**config.mk**
```make
export PLATFORM = sky130hd
export DESIGN_NAME = mod_inverse_flat
export DESIGN_NICKNAME = d
export VERILOG_FILES = /design/src/rtl/mod_inverse_if.sv /design/src/rtl/mod_inverse.sv /design/src/flat_wrapper.sv
export SDC_FILE = /design/constraint.sdc
export NUM_CORES = 1
export LEC_CHECK = 0
export ABC_CLOCK_PERIOD_IN_PS = 7000
export BUFFER_PORTS_ARGS = -buffer_cell sky130_fd_sc_hd__clkbuf_2
export CELL_PAD_IN_SITES_DETAIL_PLACEMENT = 1
export CELL_PAD_IN_SITES_GLOBAL_PLACEMENT = 2
export CORE_MARGIN = 2
export CORE_UTILIZATION = 34
export DETAILED_ROUTE_END_ITERATION = 6
export GPL_TIMING_DRIVEN = 0
export PLACE_DENSITY_LB_ADDON = 0.1
export SLEW_MARGIN = 20
export SYNTH_ARGS = -nofsm -noshare
export SYNTH_HDL_FRONTEND = slang
export SYNTH_SLANG_ARGS = --single-unit
```
**constraint.sdc**
```tcl
create_clock -name clk -period 7 [get_ports clk]
set_clock_uncertainty 0.2 [all_clocks]
set_input_delay 0 -clock clk [delete_from_list [all_inputs] [get_ports clk]]
set_output_delay 0 -clock clk [all_outputs]
set_load 0.02 [all_outputs]
```
**src/rtl/mod_inverse_if.sv**
```systemverilog
// Request/response bus of the mod_inverse engine: operands and start in, status and result out.
interface mod_inverse_if #(parameter int W = 32);
  logic         start;
  logic [W-1:0] value;
  logic [W-1:0] modulo;
  logic         busy;
  logic         finish;
  logic         valid;
  logic [W-1:0] result;

  modport master (output start, value, modulo, input busy, finish, valid, result);
  modport slave  (input start, value, modulo, output busy, finish, valid, result);
endinterface

```
**src/rtl/mod_inverse.sv**
```systemverilog
// Iterative extended-Euclid modular inverse using a bit-serial divider and double-and-add multiplier.
// Optional MODINV_VERIFY_EN adds a verify_ok output that checks value*result == 1 mod modulo.
module mod_inverse #(
  parameter int ARQ = 16
) (
  input  logic         clk,
  input  logic         reset,
  mod_inverse_if.slave bus
`ifdef MODINV_VERIFY_EN
  ,
  output logic         verify_ok
`endif
);

  localparam int W  = ARQ * 2;
  localparam int CW = $clog2(W);

  typedef enum logic [3:0] {
    IDLE, CHECK, DIV, MUL, UPDATE, DONE
`ifdef MODINV_VERIFY_EN
    , VDIV, VLOAD, VMUL
`endif
  } state_t;

  state_t        state, state_n;
  logic [W-1:0]  r0, r1, t0, t1, m;
  logic [W-1:0]  q, rem, acc;
  logic [CW-1:0] cnt;
  logic          degen;
  logic          valid_q;
  logic [W-1:0]  result_q;
`ifdef MODINV_VERIFY_EN
  logic [W-1:0]  op_value;
`endif

  // One restoring-division step: shift in the next dividend bit and try to subtract r1.
  logic [W:0]   div_sh;
  logic         div_ge;
  logic [W-1:0] div_diff;
  assign div_sh   = {rem, q[W-1]};
  assign div_ge   = div_sh >= {1'b0, r1};
  assign div_diff = div_sh[W-1:0] - r1;

  // One double-and-add step; both partial results stay below 2m, so W+1 bits suffice.
  logic [W:0]   dbl, sum;
  logic [W-1:0] dbl_red, acc_next;
  assign dbl      = {acc, 1'b0};
  assign dbl_red  = (dbl >= {1'b0, m}) ? dbl[W-1:0] - m : dbl[W-1:0];
  assign sum      = {1'b0, dbl_red} + (q[W-1] ? {1'b0, t1} : '0);
  assign acc_next = (sum >= {1'b0, m}) ? sum[W-1:0] - m : sum[W-1:0];

  logic last;
  assign last = (cnt == CW'(W - 1));

  always_comb begin
    // NOTE: default first, so no branch leaves state_n unassigned and no latch is inferred.
    state_n = state;
    case (state)
      IDLE, DONE: if (bus.start) state_n = CHECK;
      CHECK: begin
        if (degen) state_n = DONE;
        else if (r1 == '0) begin
`ifdef MODINV_VERIFY_EN
          state_n = (r0 == W'(1)) ? VDIV : DONE;
`else
          state_n = DONE;
`endif
        end else state_n = DIV;
      end
      DIV:    if (last) state_n = MUL;
      MUL:    if (last) state_n = UPDATE;
      UPDATE: state_n = CHECK;
`ifdef MODINV_VERIFY_EN
      VDIV:   if (last) state_n = VLOAD;
      VLOAD:  state_n = VMUL;
      VMUL:   if (last) state_n = DONE;
`endif
      default: state_n = IDLE;
    endcase
  end

  always_ff @(posedge clk) begin
    if (!reset) begin
      // NOTE: sequential state uses non-blocking assignments so every reader sees pre-edge values.
      state    <= IDLE;
      r0       <= '0;
      r1       <= '0;
      t0       <= '0;
      t1       <= '0;
      m        <= '0;
      q        <= '0;
      rem      <= '0;
      acc      <= '0;
      cnt      <= '0;
      degen    <= 1'b0;
      valid_q  <= 1'b0;
      result_q <= '0;
`ifdef MODINV_VERIFY_EN
      op_value  <= '0;
      verify_ok <= 1'b0;
`endif
    end else begin
      state <= state_n;
      case (state)
        IDLE, DONE: begin
          if (bus.start) begin
            r0      <= bus.modulo;
            r1      <= bus.value;
            t0      <= '0;
            t1      <= W'(1);
            m       <= bus.modulo;
            degen   <= (bus.modulo < W'(2)) || (bus.value == '0);
            valid_q <= 1'b0;
`ifdef MODINV_VERIFY_EN
            op_value  <= bus.value;
            verify_ok <= 1'b0;
`endif
          end
        end
        CHECK: begin
          if (degen) begin
            valid_q  <= 1'b0;
            result_q <= '0;
          end else if (r1 == '0) begin
            valid_q  <= (r0 == W'(1));
            result_q <= (r0 == W'(1)) ? t0 : '0;
`ifdef MODINV_VERIFY_EN
            // Reuse the divider to reduce the original value by m.
            q   <= op_value;
            r1  <= m;
            rem <= '0;
            cnt <= '0;
`endif
          end else begin
            q   <= r0;
            rem <= '0;
            cnt <= '0;
          end
        end
`ifdef MODINV_VERIFY_EN
        DIV, VDIV: begin
`else
        DIV: begin
`endif
          q   <= {q[W-2:0], div_ge};
          rem <= div_ge ? div_diff : div_sh[W-1:0];
          cnt <= last ? '0 : cnt + 1'b1;
          acc <= '0;
        end
`ifdef MODINV_VERIFY_EN
        MUL, VMUL: begin
`else
        MUL: begin
`endif
          acc <= acc_next;
          q   <= {q[W-2:0], 1'b0};
          cnt <= last ? '0 : cnt + 1'b1;
`ifdef MODINV_VERIFY_EN
          if (state == VMUL && last) verify_ok <= (acc_next == W'(1));
`endif
        end
        UPDATE: begin
          r0 <= r1;
          r1 <= rem;
          t0 <= t1;
          t1 <= (t0 >= acc) ? t0 - acc : t0 + (m - acc);
        end
`ifdef MODINV_VERIFY_EN
        VLOAD: begin
          t1  <= rem;
          q   <= result_q;
          acc <= '0;
          cnt <= '0;
        end
`endif
        default: ;
      endcase
    end
  end

  assign bus.busy   = (state != IDLE) && (state != DONE);
  assign bus.finish = (state == DONE);
  assign bus.valid  = valid_q;
  assign bus.result = result_q;

endmodule

```
**src/flat_wrapper.sv**
```systemverilog
// flat-port wrapper written by rule: the top's interface ports become plain ports
module mod_inverse_flat 
#(
  parameter int ARQ = 16
)
  (clk, reset, bus_start, bus_value, bus_modulo, bus_busy, bus_finish, bus_valid, bus_result);
  mod_inverse_if #(.W((32))) bus_i ();
  input  logic clk;
  input  logic reset;
  input wire logic [$bits(bus_i.start)-1:0] bus_start;
  input wire logic [$bits(bus_i.value)-1:0] bus_value;
  input wire logic [$bits(bus_i.modulo)-1:0] bus_modulo;
  output wire logic [$bits(bus_i.busy)-1:0] bus_busy;
  output wire logic [$bits(bus_i.finish)-1:0] bus_finish;
  output wire logic [$bits(bus_i.valid)-1:0] bus_valid;
  output wire logic [$bits(bus_i.result)-1:0] bus_result;
  assign bus_i.start = bus_start;
  assign bus_i.value = bus_value;
  assign bus_i.modulo = bus_modulo;
  assign bus_busy = bus_i.busy;
  assign bus_finish = bus_i.finish;
  assign bus_valid = bus_i.valid;
  assign bus_result = bus_i.result;
  mod_inverse #(.ARQ(ARQ)) u_core (.clk(clk), .reset(reset), .bus(bus_i));
endmodule
```
==> metrics.md, run 1 <==
| Metric | Value |
|---|---|
| Status | complete, but fails checks |
| Failing checks | setup timing |
| Most frequent cells in the layout | 435 x nand2_1, 279 x dfxtp_1, 224 x a21oi_1 |
| Reg2Reg Depth | 34 |
| Synth area leader | dfxtp_1 |
| I/O pin cnt | 102 |
| Synth-to-layout area growth | 25.4% |
| TritonCTS buffer count | 41 |
| DPL Wire Length | 79,800 microns |
| Cell mode on critical path | o31a_1 |
| EDFF count, synth | 0 |
| Tightest Pin Transition | 1.15 ns |
| Vias after detailed routing | 23,165 |
| Tmin final | 7.55 ns |
| Synth Net Count | 3,268 |
| Top FF cell, synth | dfxtp_1 |
| H-tree levels | 2 |
| Final hold violation count | 0 |
| Worst hold path depth | 4 |
| Largest stage delay, worst path | 0.37 ns |
| Mean Syn Cell Area | 7.61 sq um |
| Clock sinks | 298 |
| Largest net degree at the start of global routing | 13 |
| DRT iter0 DRCs | 1,024 |
| DRC viols | 0 |
| Seq/Total Area, Yosys | 26.4% |
| Setup ws final | -0.548 ns |
| Max-Cap Viols | 0 |
| Vias per cell | 5.56 |
| Top-area cell type share of the netlist area | 26.4% |
| Max frequency | 0.132 GHz |
| Die Y | 262 microns |
| WHS Endpoint | u_core.m[0] |
| Cell Area, Synth | 22,600 sq um |
| Fillers | 8,018 |
| Setup slack, reg-to-reg | -0.55 ns |
| Crit path DAT | 7.81 ns |
| Worst r2r dst | u_core.acc[26] |
| IO buf count | 101 |
| Distinct cells, synth | 80 |
| Total Routing Usage GR | 28.7% |
| Gpl congestion | 0.941 |
| Multi-input gate area | 16,400 sq um |
| Non-Filler Instances | 4,164 |
| Worst-path clk slew | 0.06 ns |
| Final period util | 108% |
| Final setup vio count | 32 |
| Reg2Reg Launch Point | u_core.m[1] |
| CP max FO | 8 |
| Most common cell after layout, fill and taps aside | nand2_1 |
| Deepest clock path buffer count | 3 |
| Initial Util | 34.4% |
| Clk_lat worst skew | 0.59 ns |
| Ys async rst share | 0% |
| Antenna viol nets, final | 0 |
| Synthesized flop and latch total | 298 |
| Post-layout nets | 3,564 |
| Cells after Synth | 2,972 |
| Overflow after GRT | 0 |
| Synth area leaders | dfxtp_1 26%, ha_1 11%, nand2_1 7.3% |
| Antenna violations before repair | 1 |
| Drt pass-1 iters | 5 |
| Max-slew violations | 0 |
| Synth Warn # | 0 |
| RSZ-0062 raised after global routing | true |
| Critical Path Source Type | register |
| TritonCTS clock tree | yes |
| CP delay by family, top | compound AO/OA/AOI/OAI gates |
| Worst setup EP type | register |
| Rel. slew slack | 23.5% |
| First-pass GRT wire length | 149,000 microns |
| Required time of the critical path | 7.26 ns |
| Share of layout cells above drive strength 1 | 14.5% |
| Vias in the first global route | 24,178 |
| Total core area | 65,900 sq um |
| Die Wd | 262 microns |
| Kind of critical path | register to register |
| Std-Cell Rows | 94 |
| Die Area | 68,600 sq um |
| CP max stage cell | dfxtp_4 |
| Placed insts | 3,938 |
| Worst Hold Class | primary input to register |
| Setup TNS | -14.77 ns |
| Worst Hold Launch | bus_modulo[0] |
| WL per Instance | 23.9 microns |
| WL final | 99,700 microns |
| Register area | 6000 sq um |
| CP Buf/Inv Count | 4 |
| Root buffer cell | clkbuf_16 |
==> timing repair <==
action	in CTS	in global routing
hold endpoints to repair	103	0
gates resized for setup	203	85
pin swaps	82	66
setup buffers	59	24
gates cloned	2	1
hold buffers	66	0
endpoints found under the setup margin	32	32
==> routing by layer <==
layer / wire, microns / GRT usage, %
met1: 43700 / 35.6
met2: 49000 / 51.6
met3: 2990 / 2.65
met4: 3990 / 10.3
met5: 0 / 0
==> synth_stat cells (8+ instances only) <==
cell type    n
nand2_1    440
dfxtp_1    298
a21oi_1    241
inv_1      231
nor2_1     219
o21ai_0    207
ha_1       193
clkbuf_1   105
xnor2_1     90
a21o_1      82
xor2_1      73
nand3_1     60
mux2i_1     56
a31oi_1     47
a22oi_1     41
nor3_1      41
and2_1      40
o211ai_1    38
a311oi_1    37
nor4_1      37
fa_1        36
o21a_1      36
nand4_1     30
nor2b_1     26
nand2b_1    25
o21bai_1    23
and3_1      19
a211oi_1    13
a221o_1     13
o31a_1      13
or3_1       11
mux2_2      10
and4_1       9
buf_1        9
o31ai_1      9
a211o_1      8
==> cells by family after synthesis <==
family / share of synthesized area (%)
compound gates: 25.1
xor+xnor: 6.31
fa+ha+maj: 13.9
buf+inv: 6.06
flops: 26.4
mux: 2.97
simple gates: 19.4
==> per-stage QoR <==
| stage | instance area (sq um) | hold slack, ns | worst slack [ns] | utilization, % |
|---|---|---|---|---|
| after floorplan | 22700 | -0.0710 | 0.0225 | - |
| after global placement | 24300 | 0.109 | -2.26 | 36.8 |
| after detailed placement | 24300 | 0.122 | -2.36 | 36.9 |
| after CTS | 27800 | 0.0488 | -0.511 | 42.2 |
| after global routing | 28400 | 0.113 | -0.693 | 43.1 |
| final | 28400 | 0.0906 | -0.548 | 43.1 |
==> worst max path at each step <==
stage / to / depth (start not counted) / start / slack [ns]
floorplan: u_core.acc[30] / 33 / u_core.m[1] / 0.02
global placement: u_core.acc[6] / 34 / u_core.m[1] / -2.26
detailed placement: u_core.acc[8] / 31 / u_core.m[1] / -2.36
CTS: u_core.acc[26] / 35 / u_core.m[1] / -0.51
global route: u_core.acc[9] / 34 / u_core.m[1] / -0.69
finish: u_core.acc[26] / 34 / u_core.m[1] / -0.55
==> layout make-up <==
type                    count  share of cell area [%]
diodes                      1                 0.00882
plain buffers             126                    2.12
clock buffers              57                    4.15
clock inverters            17                    1.04
inverters                 231                    3.15
multi-input cells        2317                    57.8
flip-flops and latches    298                    21.1
well taps                 864                    3.81
repair buffers            253                    6.79
==> tightest hold or removal path: stages <==
cell and delay [ns]:
dlygate4sd3_1 0.53, clkbuf_2 0.13, nand2_1 0.11, a21oi_1 0.07
==> sequential cells by signal, summed over array words and instances (netlist names) <==
| register | flops |
|---|---|
| u_core.acc | 32 |
| u_core.r1 | 32 |
| u_core.rem | 32 |
| u_core.m | 32 |
| u_core.state | 3 |
| u_core.t1 | 32 |
| u_core.q | 32 |
| u_core.bus.valid | 1 |
| u_core.t0 | 32 |
| u_core.bus.result | 32 |
| u_core.degen | 1 |
| u_core.cnt | 5 |
| u_core.r0 | 32 |
Power of run 1 is not shown: default switching activity piles up to over one toggle a cycle in this logic, so the estimate is an artifact.
==> run 2: changes to the inputs <==
--- a/config.mk
+++ b/config.mk
@@ -11,9 +11,10 @@
 export CELL_PAD_IN_SITES_GLOBAL_PLACEMENT = 2
 export CORE_MARGIN = 2
 export CORE_UTILIZATION = 34
+export CTS_CLUSTER_DIAMETER = 80
 export DETAILED_ROUTE_END_ITERATION = 6
 export GPL_TIMING_DRIVEN = 0
-export PLACE_DENSITY_LB_ADDON = 0.1
+export PLACE_DENSITY = 0.87
 export SLEW_MARGIN = 20
 export SYNTH_ARGS = -nofsm -noshare
 export SYNTH_HDL_FRONTEND = slang
==> constraint.sdc (replaced) <==
create_clock -name clk -period 7 [get_ports clk]
set_clock_uncertainty 0.2 [all_clocks]
set_input_delay 0 -clock clk [delete_from_list [all_inputs] [get_ports clk]]
set_output_delay 0 -clock clk [all_outputs]
set_load 0.1 [all_outputs]
==> run 2 against run 1 <==
Effect of this change:
- the run still ends with setup timing left
- critical path depth is 1 higher
- critical endpoint is now u_core.acc[9]
- final cell count shrank 0.24%
- critical path type unchanged
- setup slack better by 0.029 ns
==> metrics.md, run 2 (synthesis gave the netlist of run 1 again) <==
| Metric | Value |
|---|---|
| Status | complete, but fails checks (unchanged) |
| Failing checks | setup timing (unchanged) |
| Placed insts | 3,938 (unchanged) |
| Met3 Use GR | 2.72% (was 2.65%) |
| Required time of the critical path | 7.22 ns (was 7.26 ns) |
| Initial Util | 34.4% (unchanged) |
| Largest net degree at the start of global routing | 12 (was 13) |
| Post-layout nets | 3,559 (was 3,564) |
| WL per Instance | 22.9 microns (was 23.9 microns) |
| TritonCTS clock tree | yes (unchanged) |
| Antenna violations before repair | 0 (was 1) |
| Vias per cell | 5.57 (was 5.56) |
| WL final | 95,100 microns (was 99,700 microns) |
| Worst Hold Launch | bus_modulo[27] (was bus_modulo[0]) |
| Vias after detailed routing | 23,144 (was 23,165) |
| Die Y | 262 microns (unchanged) |
| Reg2Reg Depth | 35 (was 34) |
| Hold Slack | 0.0880 ns (was 0.0906 ns) |
| Synth-to-layout area growth | 23.7% (was 25.4%) |
| Worst r2r dst | u_core.acc[9] (was u_core.acc[26]) |
| Placed Area | 24,300 sq um (unchanged) |
| Largest stage delay, worst path | 0.41 ns (was 0.37 ns) |
| Overflow after GRT | 0 (unchanged) |
| Gpl congestion | 0.940 (was 0.941) |
| Rel. slew slack | 26.1% (was 23.5%) |
| Die Wd | 262 microns (unchanged) |
| Root buffer cell | clkbuf_16 (unchanged) |
| Setup slack, reg-to-reg | -0.52 ns (was -0.55 ns) |
| Final setup vio count | 32 (unchanged) |
| Tmin final | 7.52 ns (was 7.55 ns) |
| Max-slew violations | 0 (unchanged) |
| Worst hold path depth | 4 (unchanged) |
| Total core area | 65,900 sq um (unchanged) |
| Max frequency | 0.133 GHz (was 0.132 GHz) |
| Met2 Usage GRT | 47.1% (was 51.6%) |
| GRT Max-Usage Layer | met2 (unchanged) |
| Max-Cap Viols | 0 (unchanged) |
| Critical Path Source Type | register (unchanged) |
| DRC viols | 0 (unchanged) |
| CP max stage cell | dfxtp_1 (was dfxtp_4) |
| Worst-path clk slew | 0.06 ns (about the same) |
| N_diodes | 0 (was 1) |
| Kind of critical path | register to register (unchanged) |
| TritonCTS buffer count | 39 (was 41) |
| DPL Wire Length | 75,000 microns (was 79,800 microns) |
| DRT iter0 DRCs | 1,228 (was 1,024) |
| Clock sinks | 298 (unchanged) |
| WHS Endpoint | u_core.m[27] (was u_core.m[0]) |
| Drt pass-1 iters | 5 (unchanged) |
| Share of layout cells above drive strength 1 | 13.9% (was 14.5%) |
| Crit path DAT | 7.74 ns (was 7.81 ns) |
| Worst Hold Class | primary input to register (unchanged) |
| Reg2Reg Launch Point | u_core.acc[10] (was u_core.m[1]) |
| H-tree levels | 2 (unchanged) |
| Deepest clock path buffer count | 3 (unchanged) |
| Non-Filler Instances | 4,154 (was 4,164) |
| Die Area | 68,600 sq um (unchanged) |
| Clk_lat worst skew | 0.59 ns (about the same) |
| Total Routing Usage GR | 27.1% (was 28.7%) |
| CP Buf/Inv Count | 3 (was 4) |
| CP max FO | 6 (was 8) |
| IO buf count | 101 (unchanged) |
| GR met1 Demand/Resource | 32.3% (was 35.6%) |
| Cell mode on critical path | o21a_1 (was o31a_1) |
| CP delay by family, top | compound AO/OA/AOI/OAI gates (unchanged) |
| Final period util | 107% (was 108%) |
| RSZ-0062 raised after global routing | true (unchanged) |
| Final hold violation count | 0 (unchanged) |
| Vias in the first global route | 24,542 (was 24,178) |
| Cell area after layout | 28,000 sq um (was 28,400 sq um) |
| Worst setup EP type | register (unchanged) |
| Tightest Pin Transition | 1.10 ns (was 1.15 ns) |
| Most common cell after layout, fill and taps aside | nand2_1 (unchanged) |
| Std-Cell Rows | 94 (unchanged) |
| Setup ws final | -0.519 ns (was -0.548 ns) |
| I/O pin cnt | 102 (unchanged) |
| Most frequent cells in the layout | 436 x nand2_1, 279 x dfxtp_1, 220 x a21oi_1 (was 435 x nand2_1, 279 x dfxtp_1, 224 x a21oi_1) |
| Antenna viol nets, final | 0 (unchanged) |
| First-pass GRT wire length | 142,000 microns (was 149,000 microns) |
| Setup TNS | -13.78 ns (was -14.77 ns) |
==> run 2: cell types whose count changed in the layout (fill, tap and decap cells not counted), moves of 4 or more <==
cell,delta
a21oi_2,+4
a21oi_1,-4
o21ai_1,-10
o21ai_0,+11
bufinv_16,-4
==> run 2: what timing repair did <==
action	in CTS	in global routing
gates resized for setup	174	82
pin swaps	80	54
hold endpoints to repair	106	0
hold buffers	66	0
setup endpoints to repair	32	32
cloned	3	1
buffers inserted	58	22
==> run 2: final cells by class <==
cell class                      count  area, sq um
Buffer                            125          586
Inverter                          231          885
Clock inverter                     13          135
Sequential cell                   298         6000
Fill cell                        7968        37900
Timing Repair Buffer              251         1890
Multi-Input combinational cell   2317        16300
Clock buffer                       55         1120
Tap cell                          864         1080
==> run 2: worst max-delay path by stage <==
stage               cells past startpoint  slack, ns           start              to
global placement                       31      -2.01     u_core.m[1]  u_core.acc[24]
global route                           36      -0.75  u_core.acc[10]   u_core.acc[9]
finish                                 35      -0.52  u_core.acc[10]   u_core.acc[9]
CTS                                    33      -0.52     u_core.m[1]  u_core.acc[26]
floorplan                              33       0.02     u_core.m[1]  u_core.acc[30]
detailed placement                     31      -2.08     u_core.m[1]   u_core.acc[6]
==> run 2: stage by stage <==
stage / util, % / worst slack, ns
final: 42.5 / -0.519
after global routing: 42.5 / -0.747
after detailed placement: 36.9 / -2.08
after floorplan: - / 0.0225
after global placement: 36.8 / -2.01
after CTS: 41.7 / -0.517
==> run 2: tightest hold or removal path: stages <==
cell           delay, ns
dlygate4sd3_1       0.55
clkbuf_2            0.12
nand2_1             0.08
a21oi_1             0.06
==> run 2: metal layers <==
layer	vias to the layer above	wire [microns]
met5	-	0
met4	0	5970
met3	230	2910
met2	506	45600
met1	11336	40600
li1	11072	-
Power of run 2 is left out for the same reason.
